$ cat config.mk
export PLATFORM = sky130hd
export DESIGN_NAME = u_rec_ctrl
export DESIGN_NICKNAME = d
export VERILOG_FILES = /design/src/rtl/u_rec_pkg.sv /design/src/rtl/u_rec_fifo.sv /design/src/rtl/u_rec_ctrl.sv
export SDC_FILE = /design/constraint.sdc
export NUM_CORES = 1
export LEC_CHECK = 0
export ABC_AREA = 1
export BUFFER_PORTS_ARGS = -buffer_cell sky130_fd_sc_hd__buf_2
export CAP_MARGIN = 30
export CORE_MARGIN = 5
export CORE_UTILIZATION = 40
export DETAILED_ROUTE_END_ITERATION = 16
export PLACE_DENSITY_LB_ADDON = 0.05
export SETUP_SLACK_MARGIN = 0.2
export SYNTH_ARGS = -nofsm -noshare
export SYNTH_HDL_FRONTEND = slang
export SYNTH_HIERARCHICAL = 1
export SYNTH_SLANG_ARGS = --single-unit
export TNS_END_PERCENT = 30
$ cat constraint.sdc
create_clock -name sys_clk -period 3.7 [get_ports sys_clk]
set_input_delay 0.555 -clock sys_clk [delete_from_list [all_inputs] [get_ports sys_clk]]
set_output_delay 0.555 -clock sys_clk [all_outputs]
set_load 0.01 [all_outputs]
$ cat src/rtl/u_rec_pkg.sv
`default_nettype none
// ============================================================================
// Module      : u_rec_pkg
// Description : Shared types and constants for the UART receive control
//               stage: FSM state encoding, default sizing, arm timing.
// Revision    : 1.0 - initial release
// ============================================================================
package u_rec_pkg;

    // Receive path sequencing states
    typedef enum logic [1:0] {
        OFF = 2'd0,
        ARM = 2'd1,
        RUN = 2'd2
    } recState_t;

    // Default FIFO depth (entries, power of two, >= 2)
    localparam int c_DEF_DEPTH     = 8;
    // Default stall length before the idle-timeout pulse (sys_clk cycles)
    localparam int c_DEF_TO_CYCLES = 640;
    // Total ARM duration and the leading part of it with the receiver held in reset
    localparam int c_ARM_CYC       = 4;
    localparam int c_ARM_RST_CYC   = 2;

endpackage : u_rec_pkg
`default_nettype wire

$ cat src/rtl/u_rec_fifo.sv
`default_nettype none
// ============================================================================
// Module      : u_rec_fifo
// Description : Synchronous show-ahead byte FIFO, DEPTH x 8. The head byte is
//               registered so that it keeps the last value read when the FIFO
//               drains (0 after reset). Clear has priority over push and pop.
// Revision    : 1.0 - initial release
// ============================================================================
module u_rec_fifo #(
    parameter int DEPTH = 8
) (
    input  logic                     clk,
    input  logic                     rst,
    input  logic                     i_push,
    input  logic                     i_pop,
    input  logic                     i_clr,
    input  logic [7:0]               i_data,
    output logic [7:0]               o_data,
    output logic                     o_full,
    output logic                     o_empty,
    output logic [$clog2(DEPTH):0]   o_cnt
);

    localparam int                c_AW   = $clog2(DEPTH);
    localparam logic [c_AW:0]     c_FULL = (c_AW + 1)'(DEPTH);
    localparam logic [c_AW-1:0]   c_ONE  = c_AW'(1);

    logic [7:0]      r_mem [DEPTH];
    logic [c_AW-1:0] r_wrPtr;
    logic [c_AW-1:0] r_rdPtr;
    logic [c_AW:0]   r_cnt;
    logic [7:0]      r_head;

    logic            w_doPush;
    logic            w_doPop;
    logic [c_AW-1:0] w_nextRdPtr;

    assign o_full      = (r_cnt == c_FULL);
    assign o_empty     = (r_cnt == '0);
    assign w_doPop     = i_pop & ~o_empty;
    // A push into a full FIFO only succeeds when the head leaves in the same cycle
    assign w_doPush    = i_push & (~o_full | w_doPop);
    assign w_nextRdPtr = r_rdPtr + c_ONE;

    assign o_data = r_head;
    assign o_cnt  = r_cnt;

    // Storage array write port
    always_ff @(posedge clk) begin
        if (w_doPush && !i_clr) begin
            r_mem[r_wrPtr] <= i_data;
        end
    end

    // Pointers, occupancy and registered head byte
    always_ff @(posedge clk or posedge rst) begin
        if (rst) begin
            r_wrPtr <= '0;
            r_rdPtr <= '0;
            r_cnt   <= '0;
            r_head  <= 8'h00;
        end else if (i_clr) begin
            r_wrPtr <= '0;
            r_rdPtr <= '0;
            r_cnt   <= '0;
        end else begin
            if (w_doPush) begin
                r_wrPtr <= r_wrPtr + c_ONE;
            end
            if (w_doPop) begin
                r_rdPtr <= w_nextRdPtr;
            end
            case ({w_doPush, w_doPop})
                2'b10:   r_cnt <= r_cnt + 1'b1;
                2'b01:   r_cnt <= r_cnt - 1'b1;
                default: r_cnt <= r_cnt;
            endcase
            // Head follows the next stored entry; with only one entry left the
            // incoming byte (if any) becomes the head, otherwise it is held.
            if (w_doPop) begin
                if (r_cnt > (c_AW + 1)'(1)) begin
                    r_head <= r_mem[w_nextRdPtr];
                end else if (w_doPush) begin
                    r_head <= i_data;
                end
            end else if (o_empty && w_doPush) begin
                r_head <= i_data;
            end
        end
    end

endmodule : u_rec_fifo
`default_nettype wire

$ cat src/rtl/u_rec_ctrl.sv
`default_nettype none
// ============================================================================
// Module      : u_rec_ctrl
// Description : Control and buffering stage behind the UART receiver.
//               Sequences the receiver reset on enable, turns rising edges of
//               the receiver ready level into FIFO pushes, and hands bytes to
//               one consumer over valid/ready. Flags sticky overrun.
//               Build option UREC_TIMEOUT_EN adds a one-cycle idle-timeout
//               pulse while unread data sits in the buffer; without it
//               timeoutH is tied low.
// Revision    : 1.0 - initial release
// ============================================================================
module u_rec_ctrl
    import u_rec_pkg::*;
#(
    parameter int DEPTH     = c_DEF_DEPTH,
    parameter int TO_CYCLES = c_DEF_TO_CYCLES
) (
    input  logic                     sys_clk,
    input  logic                     sys_rst,
    input  logic                     ctrl_enH,
    input  logic                     ctrl_clrH,
    input  logic [7:0]               rec_dataH,
    input  logic                     rec_readyH,
    output logic                     rec_rst_l,
    output logic [7:0]               rd_dataH,
    output logic                     rd_validH,
    input  logic                     rd_readyH,
    output logic [$clog2(DEPTH):0]   fifo_cntH,
    output logic                     ovr_errH,
    output logic                     timeoutH
);

    recState_t  r_state;
    logic [1:0] r_armCnt;
    logic       r_recRstL;
    logic       r_prev;
    logic       r_ovr;

    logic       w_run;
    logic       w_pushReq;
    logic       w_pop;
    logic       w_flush;
    logic       w_overrun;
    logic       w_full;
    logic       w_empty;

    assign w_run     = (r_state == RUN);
    assign w_pushReq = w_run & rec_readyH & ~r_prev;
    assign w_pop     = rd_validH & rd_readyH;
    // Dropping the enable empties the buffer so the FIFO is already clear in OFF
    assign w_flush   = ctrl_clrH | ~ctrl_enH;
    assign w_overrun = w_pushReq & w_full & ~w_pop & ~w_flush;

    assign rec_rst_l = r_recRstL;
    assign rd_validH = ~w_empty;
    assign ovr_errH  = r_ovr;

    // Enable sequencing: OFF -> ARM (receiver reset released half way) -> RUN
    always_ff @(posedge sys_clk or posedge sys_rst) begin
        if (sys_rst) begin
            r_state   <= OFF;
            r_armCnt  <= 2'd0;
            r_recRstL <= 1'b0;
        end else if (!ctrl_enH) begin
            r_state   <= OFF;
            r_armCnt  <= 2'd0;
            r_recRstL <= 1'b0;
        end else begin
            case (r_state)
                OFF: begin
                    r_state   <= ARM;
                    r_armCnt  <= 2'd0;
                    r_recRstL <= 1'b0;
                end
                ARM: begin
                    if (r_armCnt == 2'(c_ARM_CYC - 1)) begin
                        r_state   <= RUN;
                        r_recRstL <= 1'b1;
                    end else begin
                        r_armCnt  <= r_armCnt + 2'd1;
                        r_recRstL <= ((r_armCnt + 2'd1) >= 2'(c_ARM_RST_CYC));
                    end
                end
                RUN: begin
                    r_recRstL <= 1'b1;
                end
                default: begin
                    r_state   <= OFF;
                    r_recRstL <= 1'b0;
                end
            endcase
        end
    end

    // Ready-edge history (held high outside RUN) and sticky overrun flag
    always_ff @(posedge sys_clk or posedge sys_rst) begin
        if (sys_rst) begin
            r_prev <= 1'b1;
            r_ovr  <= 1'b0;
        end else begin
            r_prev <= w_run ? rec_readyH : 1'b1;
            if (ctrl_clrH) begin
                r_ovr <= 1'b0;
            end else if (w_overrun) begin
                r_ovr <= 1'b1;
            end
        end
    end

    u_rec_fifo #(
        .DEPTH (DEPTH)
    ) u_fifo (
        .clk     (sys_clk),
        .rst     (sys_rst),
        .i_push  (w_pushReq),
        .i_pop   (w_pop),
        .i_clr   (w_flush),
        .i_data  (rec_dataH),
        .o_data  (rd_dataH),
        .o_full  (w_full),
        .o_empty (w_empty),
        .o_cnt   (fifo_cntH)
    );

`ifdef UREC_TIMEOUT_EN
    localparam logic [9:0] c_TO_LAST = 10'(TO_CYCLES - 1);
    localparam logic [9:0] c_TO_PRE  = 10'(TO_CYCLES - 2);

    logic [9:0] r_toCnt;
    logic       r_timeout;

    assign timeoutH = r_timeout;

    // Stall counter: runs while data waits in RUN, saturates after one pulse
    always_ff @(posedge sys_clk or posedge sys_rst) begin
        if (sys_rst) begin
            r_toCnt   <= 10'd0;
            r_timeout <= 1'b0;
        end else begin
            r_timeout <= 1'b0;
            if (ctrl_clrH || w_pushReq || w_pop || !w_run) begin
                r_toCnt <= 10'd0;
            end else if (!w_empty && (r_toCnt != c_TO_LAST)) begin
                r_toCnt <= r_toCnt + 10'd1;
                if (r_toCnt == c_TO_PRE) begin
                    r_timeout <= 1'b1;
                end
            end
        end
    end
`else
    logic [9:0] w_unusedToCycles;

    assign w_unusedToCycles = 10'(TO_CYCLES);
    assign timeoutH         = 1'b0;
`endif

endmodule : u_rec_ctrl
`default_nettype wire

**Word level (Yosys, flattened, before mapping)**

Memories as Yosys holds them, arrays and structs flattened.
Index checks and enable logic that the tools add are counted.

- Register bits: 25
- Input bits: 14
- Memories kept: 1
- Logic and storage cells: 81
- Output and inout bits: 16
- RAM bits: 64

Memory list:

| name | depth | width | read ports | clocked after Yosys merged registers in | wr ports | RTL line | text |
|---|---|---|---|---|---|---|---|
| u_fifo.r_mem | 8 | 8 | 1 | 0 | 1 | u_rec_fifo.sv:28 | `logic [7:0] r_mem [DEPTH];` |

- Muxes and demuxes: 24
- $lt $le $gt $ge: 2
- Eq/ne operators: 11
- Bitwise gates (word level): 16
- Reductions and logical operators: 13
- Add/subtract/negate cells: 5

Operators by type and width:

| kind | number |
|---|---|
| $mux W8 | 4 |
| $mux W3 | 4 |
| $and A1 B1 Y1 | 8 |
| $mux W2 | 4 |
| $pmux W4 S2 | 1 |
| $reduce_bool A2 Y1 | 4 |
| $mux W1 | 7 |
| $add A3 B1 Y3 const B | 2 |
| $eq A2 B2 Y1 const B | 3 |
| $ne A3 B3 Y1 const B | 2 |
| $not A1 Y1 | 6 |
| $pmux W2 S3 | 1 |
| $add A4 B1 Y4 const B | 1 |
| $eq A2 B1 Y1 const B | 2 |
| $eq A4 B4 Y1 const B | 1 |
| $gt A4 B1 Y1 const B | 1 |
| $logic_not A4 Y1 | 1 |
| $mux W4 | 1 |
| $pmux W2 S2 | 1 |
| $reduce_and A2 Y1 | 2 |
| $sub A4 B1 Y4 const B | 1 |
| $ne A3 B1 Y1 const B | 1 |
| $ne A3 B2 Y1 const B | 1 |
| $reduce_and A3 Y1 | 1 |
| other kinds (9) | 11 |

**Depth between registers and ports, before layout**

- Word-level depth: 9
- Gate-level depth with buffers: 13
- Depth with buffers taken out: 13

**Modules after synthesis**

The synthesis kept the hierarchy.

By module, submodules not included:

| module | cells an instance | times used | seq. area each (um^2) | area an instance (um^2) |
|---|---|---|---|---|
| u_rec_fifo | 410 | 1 | 2,372.3 | 3,955.0 |
| u_rec_ctrl | 61 | 1 | 176.4 | 459.2 |

**Worst setup path before layout**

No wires, ideal clock.

- Path kind: register to register
- Start point: reg u_fifo.r_cnt[0] (netlist: u_fifo/o_cnt[0])
- End point: mem u_fifo.r_mem[0][0] (enable)
- Data required time: 3.330 ns
- Cell stages (with the launch flop): 12
- Arrival: 2.290 ns
- Slack: 1.040 ns
- Setup time: 0.370 ns
- Path buffers: 0
- Clock period less this slack: 2.660 ns
- Cells stage by stage: dfrtp_1 > inv_1 > ha_1 > nand2_4 > inv_1 > nor2_1 > inv_1 > nand2_1 > nand2_2 > nor2_2 > nand2_1 > nor2_1

- Longest elaborated chain between the ends: 9

Ends and longest elaborated chain:

| element | RTL line | text |
|---|---|---|
| start, declared | u_rec_fifo.sv:31 | `logic [c_AW:0] r_cnt;` |
| start signal, assigned | u_rec_fifo.sv:74 | `2'b10: r_cnt <= r_cnt + 1'b1;` |
| start signal, assigned | u_rec_fifo.sv:75 | `2'b01: r_cnt <= r_cnt - 1'b1;` |
| start signal, assigned | u_rec_fifo.sv:76 | `default: r_cnt <= r_cnt;` |
| $logic_not A4 Y1 | u_rec_fifo.sv:39 | `assign o_empty = (r_cnt == '0);` |
| named net w_empty | u_rec_ctrl.sv:46 | `logic w_empty;` |
| $not A1 Y1 | u_rec_ctrl.sv:56 | `assign rd_validH = ~w_empty;` |
| $and A1 B1 Y1 | u_rec_ctrl.sv:50 | `assign w_pop = rd_validH & rd_readyH;` |
| named net w_pop | u_rec_ctrl.sv:42 | `logic w_pop;` |
| $and A1 B1 Y1 | u_rec_fifo.sv:40 | `assign w_doPop = i_pop & ~o_empty;` |
| $or A1 B1 Y1 | u_rec_fifo.sv:42 | `assign w_doPush = i_push & (~o_full \| w_doPop);` |
| $and A1 B1 Y1 | u_rec_fifo.sv:42 |  |
| $logic_and A1 B1 Y1 | u_rec_fifo.sv:50 | `if (w_doPush && !i_clr) begin` |
| $mux W1 | u_rec_fifo.sv:50 |  |
| $mux W1 (implied by the code) | u_rec_fifo.sv:51 | `r_mem[r_wrPtr] <= i_data;` |
| end, declared | u_rec_fifo.sv:28 |  |

The timed path passes the listed nets, and every way through them passes these cells.

**Worst setup path after layout**

- Start point: reg u_fifo.r_cnt[0] (netlist: u_fifo/o_cnt[0])
- End point: mem u_fifo.r_mem[6][1] (enable)

Same word-level chain as after synthesis.

==> summary.md <==
Total number of vias: 3022. The y dimension of the die works out to 115 um. The run gives 16.0% as the global-route usage over all layers. The most used flip-flop cell after synthesis was sky130_fd_sc_hd__edfxtp_1.

Counting flops and latches in the post-synthesis netlist gives 89. The path class of the tightest hold or removal check is in2async. Number of hold violations in the final report: 0.

Sorting the synthesized cells by how often they occur yields sky130_fd_sc_hd__nand2_1 (130), sky130_fd_sc_hd__inv_1 (85), sky130_fd_sc_hd__edfxtp_1 (64), sky130_fd_sc_hd__nand3_1 (55), sky130_fd_sc_hd__dfrtp_1 (24). After layout, the design draws a total of 2.10 mW. The remaining antenna violation count is 0. Starting utilization of the core area: 40.7%. The layout-stage area growth over the synthesis result works out to 11.0%.

The tree is rooted in a sky130_fd_sc_hd__clkbuf_8. Dividing the synthesized area by the synthesized cell count gives 9.37 sq um. The areal power density over the cells is 428 nW/um^2, and the core outline area is 10800 sq um.

The share of async-settable or async-resettable flops after synthesis works out to 28.1%. Clock latency on the worst-skew pair, taken at its later pin, is 0.37 ns. The critical path is of the reg2reg type.

The number of antenna violations at the first check in global routing was 0; the final max-slew violation count was 0. The logs give 0.321 GHz for the fmax and 144 for the number of violations reported at the end of detailed-routing iteration 0. Entering global routing, the biggest net connects 35 pins.

STA classifies the critical path endpoint as a flop. STA puts the critical path data required time at 3.70 ns. Most numerous cell in the Yosys netlist: sky130_fd_sc_hd__nand2_1. The flow ran to the end, and the final reports show no timing, DRC or antenna violations.

Number of hold-repair buffers added at the cts stage: 0. Wires add up to 9930 um. First-pass GRT wire length: 15900 um. Input and output buffers added on the ports amount to 28.

Max-cap violations in this run came to 0. In this run the post-CTS setup repair buffer count came out at 0. The routed via count divided by cell count is 4.69.

The number of synthesis warnings is 6. Sequential elements use 57.7% of the synthesized area. For the headroom to the max-slew limit, the log shows 48.2%.

Setup repair after global routing left no endpoint under its margin. The number of flops mapped to enable cells by yosys works out to 64. Synthesis produced a netlist with a net count of 497. The worst path in the final design needs a cycle of 3.11 ns, including I/O delays and setup. The share of cells above drive strength 1 works out to 16.7%.

The number of antenna diodes in the final layout is 0. Clock-pin slew was measured on the worst setup and hold paths at 0.09 ns. The number of global-route vias before repair was 2931. 30 I/O pins were placed. Summing all non-filler instances in the final layout gives an area of 4900 sq um.

Setup total negative slack on the finished layout was measured at 0 ns. For the final number of setup-violating endpoints, the log shows 0. Data arrives at the worst endpoint at 3.12 ns. By area the synthesized netlist is led by sky130_fd_sc_hd__edfxtp_1 (44%), sky130_fd_sc_hd__dfrtp_1 (14%), sky130_fd_sc_hd__nand2_1 (11%), sky130_fd_sc_hd__inv_1 (7.2%), sky130_fd_sc_hd__nand3_1 (6.2%). In this run the worst path has a maximum fanout of 8. The count of cell types in the netlist came out at 31. The run gives 2.26 nW as the cell leakage power. At the pin with the least slew margin, the transition time is 0.776 ns.

Post-route fraction of the period consumed by the critical path: 84.2%. The final net count is 525, and the worst supply voltage drop on vdd is 215 uV. The congestion estimate from routability-driven global placement came to 0.893. The tools report the remaining global-route overflow as 0. The H-tree was split into 3 levels. The width of the die was 115 um. TritonCTS built the clock tree. The cell count after placement was 628; the number of CTS-inserted buffers was 9.

The initialized floorplan defines 38 standard-cell rows. The number of standard cells in the final layout excluding fillers is 644. Summed over its instances, the top area cell type makes up 43.5% of the synthesized netlist area. After technology mapping, the gate count stands at 471. The worst hold margin was 0.127 ns; the post-cts sizing count was 0. After synthesis the cells add up to 4410 sq um. After detailed routing, the average wire length per cell comes to 15.4 um. The die covers 13200 sq um. In the routed design, unresolved DRC markers number 0. The run gives 4670 sq um as the placement-stage cell area. The run gives 0.0131 ns as the final clock skew. CTS saw 89 sinks. The clock passes through at most 2 buffers. The worst setup path is launched from a flop.

The tools report the number of optimization iterations in the first detailed-route pass as 4. sky130_fd_sc_hd__edfxtp_1 takes more of the synthesized area than any other cell. The tools report the HPWL after detailed placement as 6980 um.
## cells in the final DEF, fill, tap and decap left out, types with 2 or more instances in the layout
master,count
sky130_fd_sc_hd__ha_1,12
sky130_fd_sc_hd__nand2_2,4
sky130_fd_sc_hd__nor2_2,10
sky130_fd_sc_hd__xnor2_1,2
sky130_fd_sc_hd__clkbuf_8,10
sky130_fd_sc_hd__buf_4,2
sky130_fd_sc_hd__a21oi_2,8
sky130_fd_sc_hd__nand4_1,3
sky130_fd_sc_hd__dfrtp_1,24
sky130_fd_sc_hd__edfxtp_1,64
sky130_fd_sc_hd__nand3_1,55
sky130_fd_sc_hd__o21ai_0,4
sky130_fd_sc_hd__inv_2,5
sky130_fd_sc_hd__xor2_1,2
sky130_fd_sc_hd__nand2_1,130
sky130_fd_sc_hd__nor2_4,2
sky130_fd_sc_hd__bufinv_16,2
sky130_fd_sc_hd__nor2_1,16
sky130_fd_sc_hd__inv_1,85
sky130_fd_sc_hd__nand2_4,3
sky130_fd_sc_hd__o21ai_2,2
sky130_fd_sc_hd__buf_2,28
sky130_fd_sc_hd__a21oi_1,14
sky130_fd_sc_hd__o21ai_1,6
## registers in the layout (all words and copies together) (netlist names)
signal / count
u_fifo/o_data: 8
u_fifo/r_mem: 64
u_fifo/o_cnt: 4
r_state: 2
ovr_errH: 1
u_fifo/r_rdPtr: 3
r_armCnt: 2
r_prev: 1
u_fifo/r_wrPtr: 3
rec_rst_l: 1
## final timing paths
check,startpoint,endpoint,slack (ns),cells after the start
setup / recovery,u_fifo/o_cnt[0],u_fifo/r_mem[6][1],0.59,11
hold / removal,sys_rst,ovr_errH,0.13,2
setup reg to reg,u_fifo/o_cnt[0],u_fifo/r_mem[6][1],0.59,11
hold reg to reg,ovr_errH,ovr_errH,0.49,2
max in group asynchronous,sys_rst,u_fifo/o_data[1],2.88,2
min in group sys_clk,rec_readyH,r_prev,0.38,3
## critical path, stage by stage (launching register included)
cell                      delay (ns)
sky130_fd_sc_hd__dfrtp_1        0.46
sky130_fd_sc_hd__inv_1          0.14
sky130_fd_sc_hd__ha_1           0.26
sky130_fd_sc_hd__nand2_4        0.13
sky130_fd_sc_hd__inv_1          0.06
sky130_fd_sc_hd__nor2_1         0.36
sky130_fd_sc_hd__inv_1          0.16
sky130_fd_sc_hd__nand2_1        0.14
sky130_fd_sc_hd__nand2_2        0.09
sky130_fd_sc_hd__nor2_2         0.15
sky130_fd_sc_hd__nand2_1        0.21
sky130_fd_sc_hd__nor2_1         0.59
## final cells by class
class / instances / area (sq um)
Clock buffer: 11 / 141
Sequential cell: 89 / 2550
Tap cell: 140 / 175
Inverter: 90 / 338
Timing Repair Buffer: 30 / 155
Clock inverter: 5 / 87.6
Multi-Input combinational cell: 279 / 1450
Fill cell: 1065 / 5940
## where the power goes
group	switching, mW	total, mW	internal [mW]	leakage (nW)
Combinational	0.146	0.220	0.0746	1.23
Sequential	0.0199	1.12	1.10	0.915
Clock	0.356	0.763	0.406	0.112
## metrics by stage
step / setup slack, ns / util, %
2_1_floorplan: 1.04 / -
3_3_place_gp: 0.681 / 43.1
3_5_place_dp: 0.554 / 43.1
4_1_cts: 0.563 / 45.2
5_1_grt: 0.345 / 45.2
6_report: 0.586 / 45.2
## metal layers
metal | vias to the layer above | global-route usage, % | routed length [um]
met5 | - | 0 | 0
met3 | 15 | 2.32 | 512
met4 | 0 | 7.36 | 219
li1 | 1548 | - | -
met1 | 1389 | 23.9 | 5030
met2 | 70 | 23.1 | 4170
## logic make-up after synthesis
group / after synthesis / synth area share [%]
simple gates: 226 / 23.4
xor+xnor: 4 / 0.794
flops: 89 / 57.7
other cells: 1 / 0.0850
buf+inv: 103 / 9.33
fa+ha+maj: 12 / 3.40
compound gates: 36 / 5.24
No activity file was read; power rests on OpenSTA's default activity.
